[src/rtl/ex_mem_reg.sv]
// EX/MEM pipeline register.
// Captures the execute-stage results, write-back controls and load/store
// information for the MEM stage. It also returns the partial multi-cycle
// (multiply-accumulate / divide) state to EX so an interrupted op can resume.
//
// Stall/flush handling, evaluated once per rising edge, highest priority first:
//   flush                   : clear every output, including hilo_o/cnt_o
//   stall[3] & ~stall[4]    : bubble; mem_* cleared, hilo/cnt captured from EX
//   ~stall[3]               : advance; mem_* <= ex_*, hilo/cnt cleared
//   stall[3] &  stall[4]    : hold every output
// The combination ~stall[3] & stall[4] cannot occur in a healthy pipeline.
// It falls into the advance case, because the EX stage is moving.
//
// Handshake note: this block has no valid/ready pair. A bubble is encoded
// as wreg=0, whilo=0 and aluop=NOP. Downstream stages treat such an entry as
// carrying no work.
module ex_mem_reg #(
  parameter int DATA_W  = 32,
  parameter int RADDR_W = 5,
  parameter int OP_W    = 8
) (
  input  logic                  clk,
  input  logic                  rst,
  input  logic [5:0]            stall,
  input  logic                  flush,
  input  logic [RADDR_W-1:0]    ex_wd,
  input  logic                  ex_wreg,
  input  logic [DATA_W-1:0]     ex_wdata,
  input  logic [DATA_W-1:0]     ex_hi,
  input  logic [DATA_W-1:0]     ex_lo,
  input  logic                  ex_whilo,
  input  logic [OP_W-1:0]       ex_aluop,
  input  logic [DATA_W-1:0]     ex_mem_addr,
  input  logic [DATA_W-1:0]     ex_reg2,
  input  logic [2*DATA_W-1:0]   hilo_i,
  input  logic [1:0]            cnt_i,
  output logic [RADDR_W-1:0]    mem_wd,
  output logic                  mem_wreg,
  output logic [DATA_W-1:0]     mem_wdata,
  output logic [DATA_W-1:0]     mem_hi,
  output logic [DATA_W-1:0]     mem_lo,
  output logic                  mem_whilo,
  output logic [OP_W-1:0]       mem_aluop,
  output logic [DATA_W-1:0]     mem_mem_addr,
  output logic [DATA_W-1:0]     mem_reg2,
  output logic [2*DATA_W-1:0]   hilo_o,
  output logic [1:0]            cnt_o
);

  // Registered state
  logic [RADDR_W-1:0]  r_wd;
  logic                r_wreg;
  logic [DATA_W-1:0]   r_wdata;
  logic [DATA_W-1:0]   r_hi;
  logic [DATA_W-1:0]   r_lo;
  logic                r_whilo;
  logic [OP_W-1:0]     r_aluop;
  logic [DATA_W-1:0]   r_mem_addr;
  logic [DATA_W-1:0]   r_reg2;
  logic [2*DATA_W-1:0] r_hilo;
  logic [1:0]          r_cnt;

  // Per-edge action decode; exactly one of these is high
  logic w_do_flush;
  logic w_do_bubble;
  logic w_do_advance;
  logic w_do_hold;

  // Decode the stall vector and flush into a single one-hot action
  always_comb begin
    w_do_flush   = 1'b0;
    w_do_bubble  = 1'b0;
    w_do_advance = 1'b0;
    w_do_hold    = 1'b0;
    if (flush) begin
      w_do_flush = 1'b1;
    end else if (stall[3] && !stall[4]) begin
      w_do_bubble = 1'b1;
    end else if (!stall[3]) begin
      w_do_advance = 1'b1;
    end else begin
      w_do_hold = 1'b1;
    end
  end

  // Write-back controls: cleared on flush/bubble so no write is ever duplicated
  always_ff @(posedge clk or negedge rst) begin
    if (!rst) begin
      r_wd    <= '0;
      r_wreg  <= 1'b0;
      r_whilo <= 1'b0;
      r_aluop <= '0;
    end else if (w_do_flush || w_do_bubble) begin
      r_wd    <= '0;
      r_wreg  <= 1'b0;
      r_whilo <= 1'b0;
      r_aluop <= '0;
    end else if (w_do_advance) begin
      r_wd    <= ex_wd;
      r_wreg  <= ex_wreg;
      r_whilo <= ex_whilo;
      r_aluop <= ex_aluop;
    end
  end

  // Data payload: result, HI/LO values, effective address and store data
  always_ff @(posedge clk or negedge rst) begin
    if (!rst) begin
      r_wdata    <= '0;
      r_hi       <= '0;
      r_lo       <= '0;
      r_mem_addr <= '0;
      r_reg2     <= '0;
    end else if (w_do_flush || w_do_bubble) begin
      r_wdata    <= '0;
      r_hi       <= '0;
      r_lo       <= '0;
      r_mem_addr <= '0;
      r_reg2     <= '0;
    end else if (w_do_advance) begin
      r_wdata    <= ex_wdata;
      r_hi       <= ex_hi;
      r_lo       <= ex_lo;
      r_mem_addr <= ex_mem_addr;
      r_reg2     <= ex_reg2;
    end
  end

  // Multi-cycle feedback: kept only while EX is stalled and MEM drains a bubble
  always_ff @(posedge clk or negedge rst) begin
    if (!rst) begin
      r_hilo <= '0;
      r_cnt  <= 2'd0;
    end else if (w_do_flush || w_do_advance) begin
      r_hilo <= '0;
      r_cnt  <= 2'd0;
    end else if (w_do_bubble) begin
      r_hilo <= hilo_i;
      r_cnt  <= cnt_i;
    end
  end

  // In the hold case no register updates. w_do_hold documents this and stays observable.
  logic w_unused;
  assign w_unused = w_do_hold ^ (|stall[5]) ^ (|stall[2:0]);

  assign mem_wd       = r_wd;
  assign mem_wreg     = r_wreg;
  assign mem_wdata    = r_wdata;
  assign mem_hi       = r_hi;
  assign mem_lo       = r_lo;
  assign mem_whilo    = r_whilo;
  assign mem_aluop    = r_aluop;
  assign mem_mem_addr = r_mem_addr;
  assign mem_reg2     = r_reg2;
  assign hilo_o       = r_hilo;
  assign cnt_o        = r_cnt;

endmodule

[config.mk]
export PLATFORM = sky130hd
export DESIGN_NAME = ex_mem_reg
export DESIGN_NICKNAME = d
export VERILOG_FILES = /design/src/rtl/ex_mem_reg.sv
export SDC_FILE = /design/constraint.sdc
export NUM_CORES = 1
export LEC_CHECK = 0
export ABC_AREA = 1
export CORE_UTILIZATION = 25
export DETAILED_ROUTE_END_ITERATION = 10
export MAX_ROUTING_LAYER = met4
export SLEW_MARGIN = 20
export SYNTH_ARGS = -nofsm -noshare
export SYNTH_HDL_FRONTEND = slang
export SYNTH_SLANG_ARGS = --single-unit
[constraint.sdc]
create_clock -name clk -period 1.6 [get_ports clk]
set_input_delay 0.24 -clock clk [delete_from_list [all_inputs] [get_ports clk]]
set_output_delay 0.24 -clock clk [all_outputs]
set_load 0.05 [all_outputs]
==> results.sh <==
export IMPL_slowest_delay_ns=0.41
export IMPL_cts_sinks=241
export IMPL_htree_levels=1
export IMPL_synth_flop_cell="dfrtp_1"
export IMPL_grt_pass1_vias=10100
export IMPL_route_met2_wl_um=17800
export IMPL_area_growth_pct=62.1
export IMPL_slowest_stage="dfrtp_1"
export IMPL_yosysMostFrequentCell="nand2_1"
export IMPL_fin_util_pct=41.3
export IMPL_synth_largest_area_cell="dfrtp_1"
export IMPL_netlist_area_mm2=0.0102
export IMPL_cts_tree="built"
export IMPL_synth_compound_area_share_pct=0.0493
export IMPL_die_h_um=204
export IMPL_finalMaxSlewViolations=0
export IMPL_dp_cells=2064
export IMPL_core_area_mm2=0.0399
export IMPL_drive_above_1_share_pct=23.9
export IMPL_finalWorstSetupSlack_ns=0.200
export IMPL_drtPass1Iterations=5
export IMPL_ys_async_sr_fraction_pct=100
export IMPL_reg2reg_from="hilo_o[2]"
export IMPL_die_area_mm2=0.0414
export IMPL_switching_share_pct=28.9
export IMPL_clock_latency_ns=0.54
export IMPL_drc=0
export IMPL_power_uw=16200
export IMPL_avgSynthCellArea_um2=9.34
export IMPL_min_path_type="primary input to flip-flop"
export IMPL_fin_area_mm2=0.0165
export IMPL_num_rows=73
export IMPL_ir_drop_uv=727
export IMPL_clk_pin_slew_worst_paths_ns=0.06
export IMPL_leakagePower_uw=0.00851
export IMPL_die_w_um=204
export IMPL_antennaDiodeCount=0
export IMPL_outcome="completed"
export IMPL_crit_start="hilo_o[54]"
export IMPL_hold_viol_final=0
export IMPL_max_slew_margin_pct=61.2
export IMPL_start_util_pct=25.5
export IMPL_antenna_found_initial=0
export IMPL_place_area_mm2=0.0155
export IMPL_stdcell_count=2116
export IMPL_ys_types=11
export IMPL_p_int_uw=11500
export IMPL_critPathLaunchType="flip-flop"
export IMPL_synth_nets=1338
export IMPL_synth_area_mux_share_pct=0
export IMPL_crit_family="flip-flops"
export IMPL_clock_power_share_pct=40.1
export IMPL_comb_power_share_pct=19.6
export IMPL_dp_slack_ns=-0.0298
export IMPL_path_buf_inv=1
export IMPL_cp_end_kind="output port"
export IMPL_detail_route_wl_per_cell_um=17.3
export IMPL_synthTopCellsByArea="dfrtp_1, nand4_1, nand2_1"
export IMPL_finalSetupViolCount=0
export IMPL_rsz0062_at_grt="false"
export IMPL_port_buffers=486
export IMPL_routed_top_layer="met4"
export IMPL_seq_area_frac_synth_pct=59.4
export IMPL_syn_inst=1088
export IMPL_grt_max_degree=100
export IMPL_dp_hpwl_um=26000
export IMPL_timing_final_crit_share_pct=87.5
export IMPL_drtAntennaViolNets=0
export IMPL_cap_violations=0
export IMPL_nets=1820
export IMPL_gr_total_overflow=0
export IMPL_synth_edff_count=0
export IMPL_synth_top_family_by_area="simple AND/OR/NAND/NOR gates"
export IMPL_numCtsBuffers=28
export IMPL_grt_use_total_pct=17.6
export IMPL_dr_total_vias=10200
export IMPL_synth_seq_cells=241
export IMPL_required_ns=1.36
export IMPL_path_max_fanout=2
export IMPL_synthXorXnorAreaFrac_pct=0
export IMPL_final_min_clock_period_ns=1.40
export IMPL_post_cts_resized=0
export IMPL_yosysTopAreaCellShare_pct=59.4
export IMPL_wl_met1_um=15100
export IMPL_synth_commonest_cells="nand2_1, nand4_1, dfrtp_1, buf_2, buf_4"
export IMPL_min_from="stall[3]"
export IMPL_fin_skew_ns=0
export IMPL_synth_adder_area_share_pct=0
export IMPL_routed_wl_um=36700
export IMPL_synth_simple_area_share_pct=34.3
export IMPL_critPathKind="flip-flop to output port"
export IMPL_crit_chain="buf_4"
export IMPL_ios=491
export IMPL_clockBufferDepth=3
export IMPL_power_switching_uw=4670
export IMPL_root_buffer="clkbuf_16"
export IMPL_grt_pass1_wl_um=56700
export IMPL_gp_congestion=0.838
export IMPL_route_met3_wl_um=2700
export IMPL_worst_slew_pin_transition_ns=0.583
export IMPL_initialDrtViolationCount=655
export IMPL_pwr_share_seq_pct=40.3
export IMPL_power_density_mw_per_mm2=982
export IMPL_post_drt_via_cell_ratio=4.84
export IMPL_arrival_ns=1.16
export IMPL_ys_warn_count=0
export IMPL_max_freq_mhz=714
## layout by cell type, fill, tap and decap left out, types with 2 or more instances in the layout
master and n:
clkinv_2 8, clkbuf_16 29, inv_8 2, buf_4 294, dfrtp_1 241, buf_12 32
buf_8 2, nand4_1 305, clkbuf_8 10, clkdlybuf4s50_1 242, clkbuf_1 2, nand2_1 418
## per-stage QoR
stage                     hold WS [ns]  TNS [ns]
after floorplan                -0.0556         0
final                           0.0575         0
after global placement           0.264   -0.0342
after CTS                       0.0311         0
after detailed placement         0.258    -0.388
after global routing            0.0481         0
## metal layers
metal / GRT usage (%) / vias to the layer above
met4: 5.67 / 0
met3: 3.76 / 71
met2: 28.9 / 450
met5: - / -
met1: 21.4 / 4926
li1: - / 4792
## area by class of cell
| type | count | area [um2] |
|---|---|---|
| Fill cell | 3961 | 23400 |
| Timing Repair Buffer | 572 | 5320 |
| Sequential cell | 241 | 6030 |
| Clock buffer | 41 | 871 |
| Tap cell | 525 | 657 |
| Clock inverter | 10 | 81.3 |
| Inverter | 2 | 15.0 |
| Multi-Input combinational cell | 725 | 3490 |
## power by group through the flow
| stage | Clock, uW | Sequential, uW | Combinational, uW |
|---|---|---|---|
| 6_report | 6480 | 6510 | 3180 |
| 3_5_place_dp | 0 | 6610 | 3190 |
| 5_1_grt | 6930 | 6540 | 3370 |
| 4_1_cts | 6700 | 6510 | 3200 |
| 3_3_place_gp | 0 | 6610 | 3180 |
| 2_1_floorplan | 0 | 7530 | 633 |
## cell families (layout without fill, tap and decap cells)
logic type | Yosys count | after routing
AOI/OAI and AO/OA | 1 | 1
buffers and inverters | 122 | 625
DFF | 241 | 241
and+or+nand+nor | 724 | 724
## worst min-delay path, cell delays in order
cell and delay [ns]:
buf_8 0.15, nand4_1 0.11, nand2_1 0.04
## registers in the layout, summed over array words and instances (netlist names)
register	flops
mem_lo	32
hilo_o	64
mem_wdata	32
mem_whilo	1
mem_wd	5
mem_wreg	1
mem_aluop	8
cnt_o	2
mem_mem_addr	32
mem_hi	32
mem_reg2	32
## worst paths after layout
kind                               endpoint  depth (start not counted)  slack [ns]
max                              hilo_o[54]                          1        0.20
min                              hilo_o[30]                          3        0.06
max reg2reg                       hilo_o[2]                          2        0.93
min reg2reg                mem_mem_addr[15]                          2        0.52
max in group asynchronous      mem_wdata[8]                          3        0.70
min in group asynchronous      mem_aluop[0]                          2        0.26
## what timing repair did
action	CTS	global route
hold buffers	1	0
endpoints found under the hold margin	50	0
buffers inserted	0	0
Note: power is estimated with default switching activity, not from simulation.
